===== src/rtl/matrix_data_fetcher.sv =====
// Fetches DIM rows of A plus vector B from word-addressed memory and streams the unpacked
// elements into the multiplier FIFOs. Define FETCH_TIMEOUT_EN to enable the read watchdog.
module matrix_data_fetcher #(
    parameter int unsigned DATA_WIDTH = 8,
    parameter int unsigned DIM        = 8,
    parameter int unsigned ADDR_WIDTH = 32,
    parameter int unsigned WORD_WIDTH = DATA_WIDTH * DIM
) (
    input  logic                  clk,
    input  logic                  rst_n,
    input  logic                  start,
    input  logic [ADDR_WIDTH-1:0] base_addr,
    output logic [ADDR_WIDTH-1:0] mem_address,
    output logic                  mem_read,
    input  logic                  mem_waitrequest,
    input  logic [WORD_WIDTH-1:0] mem_readdata,
    input  logic                  mem_readdatavalid,
    output logic [DATA_WIDTH-1:0] fifo_data,
    output logic [3:0]            fifo_sel,
    output logic                  fifo_wren,
    output logic                  fetch_done,
    output logic                  busy,
    output logic                  error
);

    localparam int unsigned RW = $clog2(DIM + 1);
    localparam int unsigned EW = (DIM > 1) ? $clog2(DIM) : 1;

    typedef enum logic [2:0] {IDLE, REQ, WAIT, UNPACK, DONE} state_t;

    state_t                  state;
    logic [RW-1:0]           row;
    logic [RW-1:0]           row_next;
    logic [EW-1:0]           elem;
    logic [WORD_WIDTH-1:0]   word;
    logic [ADDR_WIDTH-1:0]   base;
`ifdef FETCH_TIMEOUT_EN
    logic [7:0]              wdog;
`endif

    assign row_next = row + 1'b1;

    always_ff @(posedge clk or negedge rst_n) begin
        if (!rst_n) begin
            state       <= IDLE;
            row         <= '0;
            elem        <= '0;
            word        <= '0;
            base        <= '0;
            mem_address <= '0;
            mem_read    <= 1'b0;
            fifo_data   <= '0;
            fifo_sel    <= '0;
            fifo_wren   <= 1'b0;
            fetch_done  <= 1'b0;
            busy        <= 1'b0;
`ifdef FETCH_TIMEOUT_EN
            wdog        <= '0;
            error       <= 1'b0;
`endif
        end else begin
            fetch_done <= 1'b0;
            unique case (state)
                IDLE: begin
                    if (start) begin
                        base        <= base_addr;
                        row         <= '0;
                        mem_read    <= 1'b1;
                        mem_address <= base_addr;
                        busy        <= 1'b1;
                        state       <= REQ;
`ifdef FETCH_TIMEOUT_EN
                        wdog        <= '0;
                        error       <= 1'b0;
`endif
                    end
                end
                REQ: begin
                    if (!mem_waitrequest) begin
                        mem_read <= 1'b0;
                        state    <= WAIT;
                    end
                end
                WAIT: begin
                    if (mem_readdatavalid) begin
                        // Element 0 goes out directly from the bus; the rest come from word.
                        word      <= mem_readdata;
                        elem      <= '0;
                        fifo_wren <= 1'b1;
                        fifo_sel  <= 4'(row);
                        fifo_data <= mem_readdata[DATA_WIDTH-1:0];
                        state     <= UNPACK;
                    end
                end
                UNPACK: begin
                    if (elem == EW'(DIM - 1)) begin
                        fifo_wren <= 1'b0;
                        fifo_sel  <= '0;
                        fifo_data <= '0;
                        if (row == RW'(DIM)) begin
                            fetch_done <= 1'b1;
                            state      <= DONE;
                        end else begin
                            row         <= row_next;
                            mem_read    <= 1'b1;
                            mem_address <= base + ADDR_WIDTH'(row_next);
                            state       <= REQ;
`ifdef FETCH_TIMEOUT_EN
                            wdog        <= '0;
`endif
                        end
                    end else begin
                        elem      <= elem + 1'b1;
                        fifo_data <= word[(int'(elem) + 1) * DATA_WIDTH +: DATA_WIDTH];
                    end
                end
                DONE: begin
                    busy  <= 1'b0;
                    state <= IDLE;
                end
                default: state <= IDLE;
            endcase
`ifdef FETCH_TIMEOUT_EN
            // Later assignments override the case above when the watchdog expires.
            if ((state == REQ) || (state == WAIT && !mem_readdatavalid)) begin
                if (wdog == 8'd254) begin
                    error    <= 1'b1;
                    mem_read <= 1'b0;
                    busy     <= 1'b0;
                    state    <= IDLE;
                end else begin
                    wdog <= wdog + 1'b1;
                end
            end
`endif
        end
    end

`ifndef FETCH_TIMEOUT_EN
    assign error = 1'b0;
`endif

endmodule


===== config.mk =====
export PLATFORM = sky130hd
export DESIGN_NAME = matrix_data_fetcher
export DESIGN_NICKNAME = d
export VERILOG_FILES = /design/src/rtl/matrix_data_fetcher.sv
export SDC_FILE = /design/constraint.sdc
export NUM_CORES = 1
export LEC_CHECK = 0
export ABC_AREA = 0
export CORE_ASPECT_RATIO = 1.25
export CORE_MARGIN = 2
export CORE_UTILIZATION = 45
export DETAILED_ROUTE_END_ITERATION = 8
export DONT_BUFFER_PORTS = 1
export GPL_ROUTABILITY_DRIVEN = 0
export HOLD_SLACK_MARGIN = 0.06
export SLEW_MARGIN = 30
export SYNTH_ARGS = -nofsm -noshare
export SYNTH_HDL_FRONTEND = slang
export SYNTH_SLANG_ARGS = --single-unit
export TNS_END_PERCENT = 20

===== constraint.sdc =====
create_clock -name clk -period 2.9 [get_ports clk]
set_clock_uncertainty 0.05 [all_clocks]
set_input_delay 0.725 -clock clk [delete_from_list [all_inputs] [get_ports clk]]
set_output_delay 0.725 -clock clk [all_outputs]
set_load 0.03 [all_outputs]

Word-level counts from Yosys, hierarchy flattened
Index checks and enable logic that the tools add are counted.
- shift operators: 1
- reductions and logical operators: 14
- add/subtract/negate cells: 4
- multiplexer cells: 35
- equal/unequal tests: 12
- operators with widths (operator ; count):
    32-bit two-way mux ; 3
    32-bit case mux with 2 select lines ; 1
    64-bit by 8-bit indexed part select with 8-bit output ; 1
    32-bit by 4-bit adder with 32-bit output ; 1
    3-bit two-way mux ; 7
    4-bit two-way mux ; 5
    8-bit two-way mux ; 2
    4-bit case mux with 2 select lines ; 2
    8-bit case mux with 2 select lines ; 1
    2-bit inequality test (second input constant) ; 6
    3-bit case mux with 4 select lines ; 1
    1-bit two-way mux ; 9
    2-bit AND reduction ; 4
    4-bit AND reduction ; 2
    3-bit by 2-bit equality test with 1-bit output (second input constant) ; 2
    3-bit equality test (second input constant) ; 2
    3-bit case mux with 2 select lines ; 1
    3-bit AND reduction ; 2
    2-bit nonzero test ; 3
    5-bit AND reduction ; 1
    3-bit by 1-bit adder with 4-bit output (second input constant) ; 1
    4-bit by 1-bit adder with 4-bit output (second input constant) ; 1
    4-bit equality test (second input constant) ; 1
    1-bit case mux with 2 select lines ; 2
    5 further kinds ; 5
- output and inout bits: 49
- input bits: 101
- register bits: 154

Depth between registers and ports, before layout
- word-level depth: 5
- mapped depth: 8
- mapped depth without buffers: 8

Worst setup path before layout
Ideal clock, no wire load.
- path kind: reg2reg
- start point: reg row[0]
- end point: reg mem_address[17]
- path slack: 0.629 ns
- cell stages (with the launch flop): 9
- arrival time: 2.134 ns
- path through: dfrtp_1 > inv_1 > ha_1 > ha_1 > a211o_1 > a21oi_2 > nor3_1 > xnor2_1 > o211ai_1
- cells in the longest elaborated chain, start to end: 5
- RTL lines (element ; RTL line ; RTL):
    start: declaration ; 32 ; logic [RW-1:0] row;
    start signal: assignment ; 104 ; row <= row_next;
    4-bit by 1-bit adder with 4-bit output ; 41 ; assign row_next = row + 1'b1;
    32-bit by 4-bit adder with 32-bit output ; 106 ; mem_address <= base + ADDR_WIDTH'(row_next);
    32-bit two-way mux ; 100 ; if (row == RW'(DIM)) begin
    32-bit two-way mux ; 96 ; if (elem == EW'(DIM - 1)) begin
    32-bit case mux with 2 select lines ; 63 ; unique case (state)
    end signal: assignment ; 69 ; mem_address <= base_addr;
    end signal: assignment ; 106 ;
    end: declaration ; 13 ; output logic [ADDR_WIDTH-1:0] mem_address,
Several ways; a longest one is shown, not always the timed one. The select of a mux whose other input is x is not followed.
A chain may end at the register's enable or synchronous reset.

Final worst setup path
- start point: reg row[0]
- end point: reg mem_address[26]
The elaborated chain is that of the path after synthesis.

==> impl_metrics.json <==
{
  "outcome": "finished with violations",
  "failing_checks": "negative hold slack",
  "floorplan_die_width_um": 116,
  "final_hold_slack_ns": -0.0622,
  "area.growth.synth_to_final_pct": 11.8,
  "cts_resized": 0,
  "cts.sink_count": 146,
  "period_share_pct": 88.4,
  "cts_made_buffers": 17,
  "grt_max_degree": 147,
  "ant_nets": 0,
  "detailedPlace.worstSlack_ns": 0.374,
  "leak_nw": 3.40,
  "crit_type": "reg2reg",
  "area_contributors_post_synth": "sky130_fd_sc_hd__dfrtp_1 (51%), sky130_fd_sc_hd__mux2_2 (8.9%), sky130_fd_sc_hd__nand2_1 (7.9%)",
  "final_nets": 763,
  "worstMarginPinSlew_ns": 0.822,
  "slew_margin_rel_pct": 45.0,
  "reg2regPathDepth": 8,
  "grt_antenna_before_repair": 1,
  "initial_core_util_pct": 45.8,
  "clock_slew_at_reported_path_ffs_ns": 0.06,
  "report.final.setup_viol": 0,
  "critPathMaxFanout": 6,
  "cts.path.max_buffers": 2,
  "pin_count": 150,
  "clock_tree_from_tritoncts": "done",
  "syn_area_per_cell_sq_um": 10.8,
  "ir_worst_vdd_mv": 0.546,
  "yosys.cell_types.count": 59,
  "setup_tns_ns": 0,
  "r2r_end": "mem_address[26]",
  "core_region_area_sq_mm": 0.0155,
  "worstSetupEndpointType": "register",
  "die-height_um": 144,
  "grt_pass1_wl_um": 27600,
  "final_hold_viol_count": 146,
  "route.detailed.vias_per_inst": 5.66,
  "drt-initial-drc-count": 337,
  "dp_hpwl_um": 12100,
  "postSynthCellCount": 656,
  "pwr_density_cell_mw_per_mm2": 1210,
  "worst_slack_ns": 0.336,
  "synth.top_cell.area_share_pct": 51.5,
  "edff_count_synth": 0,
  "synth.cell_area_sq_mm": 0.00709,
  "cts_setup_buffers": 0,
  "floorplan.die_area_sq_mm": 0.0168,
  "cts-htree-levels": 4,
  "syn_nets": 766,
  "numPortBuffers": 0,
  "crit_path_start_kind": "register",
  "start_of_the_worst_register_to_register_path": "row[0]",
  "postSynthRegisterBits": 146,
  "yosys.cell_count.top_type": "sky130_fd_sc_hd__nand2_1",
  "fraction_of_the_yosys_area_taken_by_sequential_cells_pct": 51.5,
  "ys.warnings.count": 0,
  "first_global_vias": 5239,
  "primary_flip_flop_cell_chosen_by_synthesis_mapping": "sky130_fd_sc_hd__dfrtp_1",
  "detail_route.wl_per_cell_um": 19.6,
  "rsz0062_at_grt": "false",
  "cp_data_arrival_time_ns": 2.85,
  "drt_pass1_iterations": 4,
  "grtUsageTotal_pct": 21.6,
  "synth.cells.most_frequent": "sky130_fd_sc_hd__nand2_1 (150), sky130_fd_sc_hd__dfrtp_1 (146), sky130_fd_sc_hd__mux2_2 (56), sky130_fd_sc_hd__o21ai_0 (29), sky130_fd_sc_hd__buf_2 (21)",
  "hold_path.class": "in2async",
  "timing.max_cap.violations": 0,
  "clock_period_minus_final_worst_setup_slack_ns": 2.56,
  "async_reset_ff_share_pct": 100,
  "synth.largest_area_cell": "sky130_fd_sc_hd__dfrtp_1",
  "layout-drive-gt1-share_pct": 19.1,
  "report.final.slew_viol_count": 0,
  "remaining_drc_errors": 0,
  "crit_required_ns": 3.19,
  "drt-total-wl_um": 17200,
  "floorplan.rows": 51,
  "worst_skew_pair.late_latency_ns": 0.43,
  "vias": 4971,
  "clk_root_buffer_cell": "sky130_fd_sc_hd__clkbuf_16",
  "antennaDiodeCount": 0,
  "r2r_slack_ns": 0.34,
  "globalRouteOverflowTotal": 0,
  "fmax_ghz": 0.390
}
## sequential cells by signal, indices dropped and copies added (netlist names)
signal,flops
busy,1
row,4
base,32
elem,3
fetch_done,1
mem_read,1
fifo_sel,4
word,56
mem_address,32
fifo_wren,1
state,3
fifo_data,8
## layer usage
metal | part of all wire, % | track usage (%) | vias to the layer above
met1 | 38 | 24.3 | 2453
met4 | 1.8 | 8.21 | 0
met5 | 0 | 0 | -
met3 | 9.0 | 8.80 | 20
li1 | - | - | 2338
met2 | 51 | 36.6 | 160
## area by class of cell
cell class | count | area [sq um]
Tap cell | 212 | 265
Fill cell | 1436 | 7570
Sequential cell | 146 | 3650
Timing Repair Buffer | 19 | 180
Inverter | 5 | 18.8
Clock buffer | 18 | 439
Multi-Input combinational cell | 464 | 3230
Clock inverter | 14 | 144
## through the flow
| stage | util, % | total power [W] | cells | hold slack (ns) | instance area (sq um) |
|---|---|---|---|---|---|
| 2_1_floorplan | - | 0.00660 | 656 | 0.379 | 7090 |
| 3_3_place_gp | 47.4 | 0.00739 | 846 | 0.384 | 7350 |
| 3_5_place_dp | 47.4 | 0.00752 | 846 | 0.384 | 7350 |
| 4_1_cts | 51.1 | 0.00972 | 878 | -0.0763 | 7930 |
| 5_1_grt | 51.1 | 0.0103 | 878 | -0.0792 | 7930 |
| 6_report | 51.1 | 0.00961 | 878 | -0.0622 | 7930 |
## worst max-delay path: stages (launching register included)
cell and delay [ns]:
sky130_fd_sc_hd__dfrtp_1 0.43, sky130_fd_sc_hd__ha_1 0.25, sky130_fd_sc_hd__xor2_1 0.17, sky130_fd_sc_hd__ha_1 0.38, sky130_fd_sc_hd__nand3_1 0.21, sky130_fd_sc_hd__a211oi_1 0.44, sky130_fd_sc_hd__nand4_1 0.17, sky130_fd_sc_hd__xor2_1 0.19
sky130_fd_sc_hd__o21ai_0 0.18
## cell families after synthesis
logic type,synth area share (%)
buf+inv,3.30
compound gates,9.84
simple gates,16.2
flops,51.5
mux,14.0
xor+xnor,3.46
fa+ha+maj,1.69
other cells,0.0529
## layout by cell type (no fill, tap or decap), drive strengths merged, types with 2 or more instances in the layout
| cell | Yosys | routed |
|---|---|---|
| buf | 28 | 19 |
| clkinvlp | 0 | 2 |
| a22oi | 10 | 10 |
| nand3b | 5 | 5 |
| mux4 | 8 | 8 |
| o211ai | 16 | 16 |
| nand4 | 18 | 18 |
| a21oi | 10 | 10 |
| clkbuf | 13 | 18 |
| and3 | 6 | 6 |
| nand3 | 13 | 13 |
| a21o | 3 | 3 |
| o21ai | 29 | 29 |
| nor2 | 20 | 20 |
| a211oi | 6 | 6 |
| a31oi | 8 | 8 |
| nand4b | 2 | 2 |
| dfrtp | 146 | 146 |
| xnor2 | 11 | 11 |
| nand2 | 150 | 150 |
| inv | 5 | 11 |
| mux2i | 18 | 18 |
| mux2 | 56 | 56 |
| o22ai | 9 | 9 |
| a211o | 2 | 2 |
| nor4b | 4 | 4 |
| a22o | 4 | 4 |
| and4 | 2 | 2 |
| nor4 | 3 | 3 |
| ha | 8 | 8 |
| clkinv | 0 | 5 |
| nor2b | 2 | 2 |
| a32oi | 3 | 3 |
| xor2 | 17 | 17 |
| nor3 | 7 | 7 |
| nand2b | 3 | 3 |
## worst max path at each step
stage	end	from	slack (ns)
after floorplan	mem_address[17]	row[0]	0.63
after global placement	mem_address[26]	row[0]	0.50
after detailed placement	mem_address[26]	row[0]	0.37
after CTS	mem_address[26]	row[0]	0.31
after global routing	mem_address[26]	row[0]	0.16
final	mem_address[26]	row[0]	0.34
## report_power, final
group / internal [W] / switching (W)
registers: 0.00300 / 0.00145
clock network: 0.00123 / 0.000921
logic: 0.00150 / 0.00151
(Power assumes the default switching activity.)
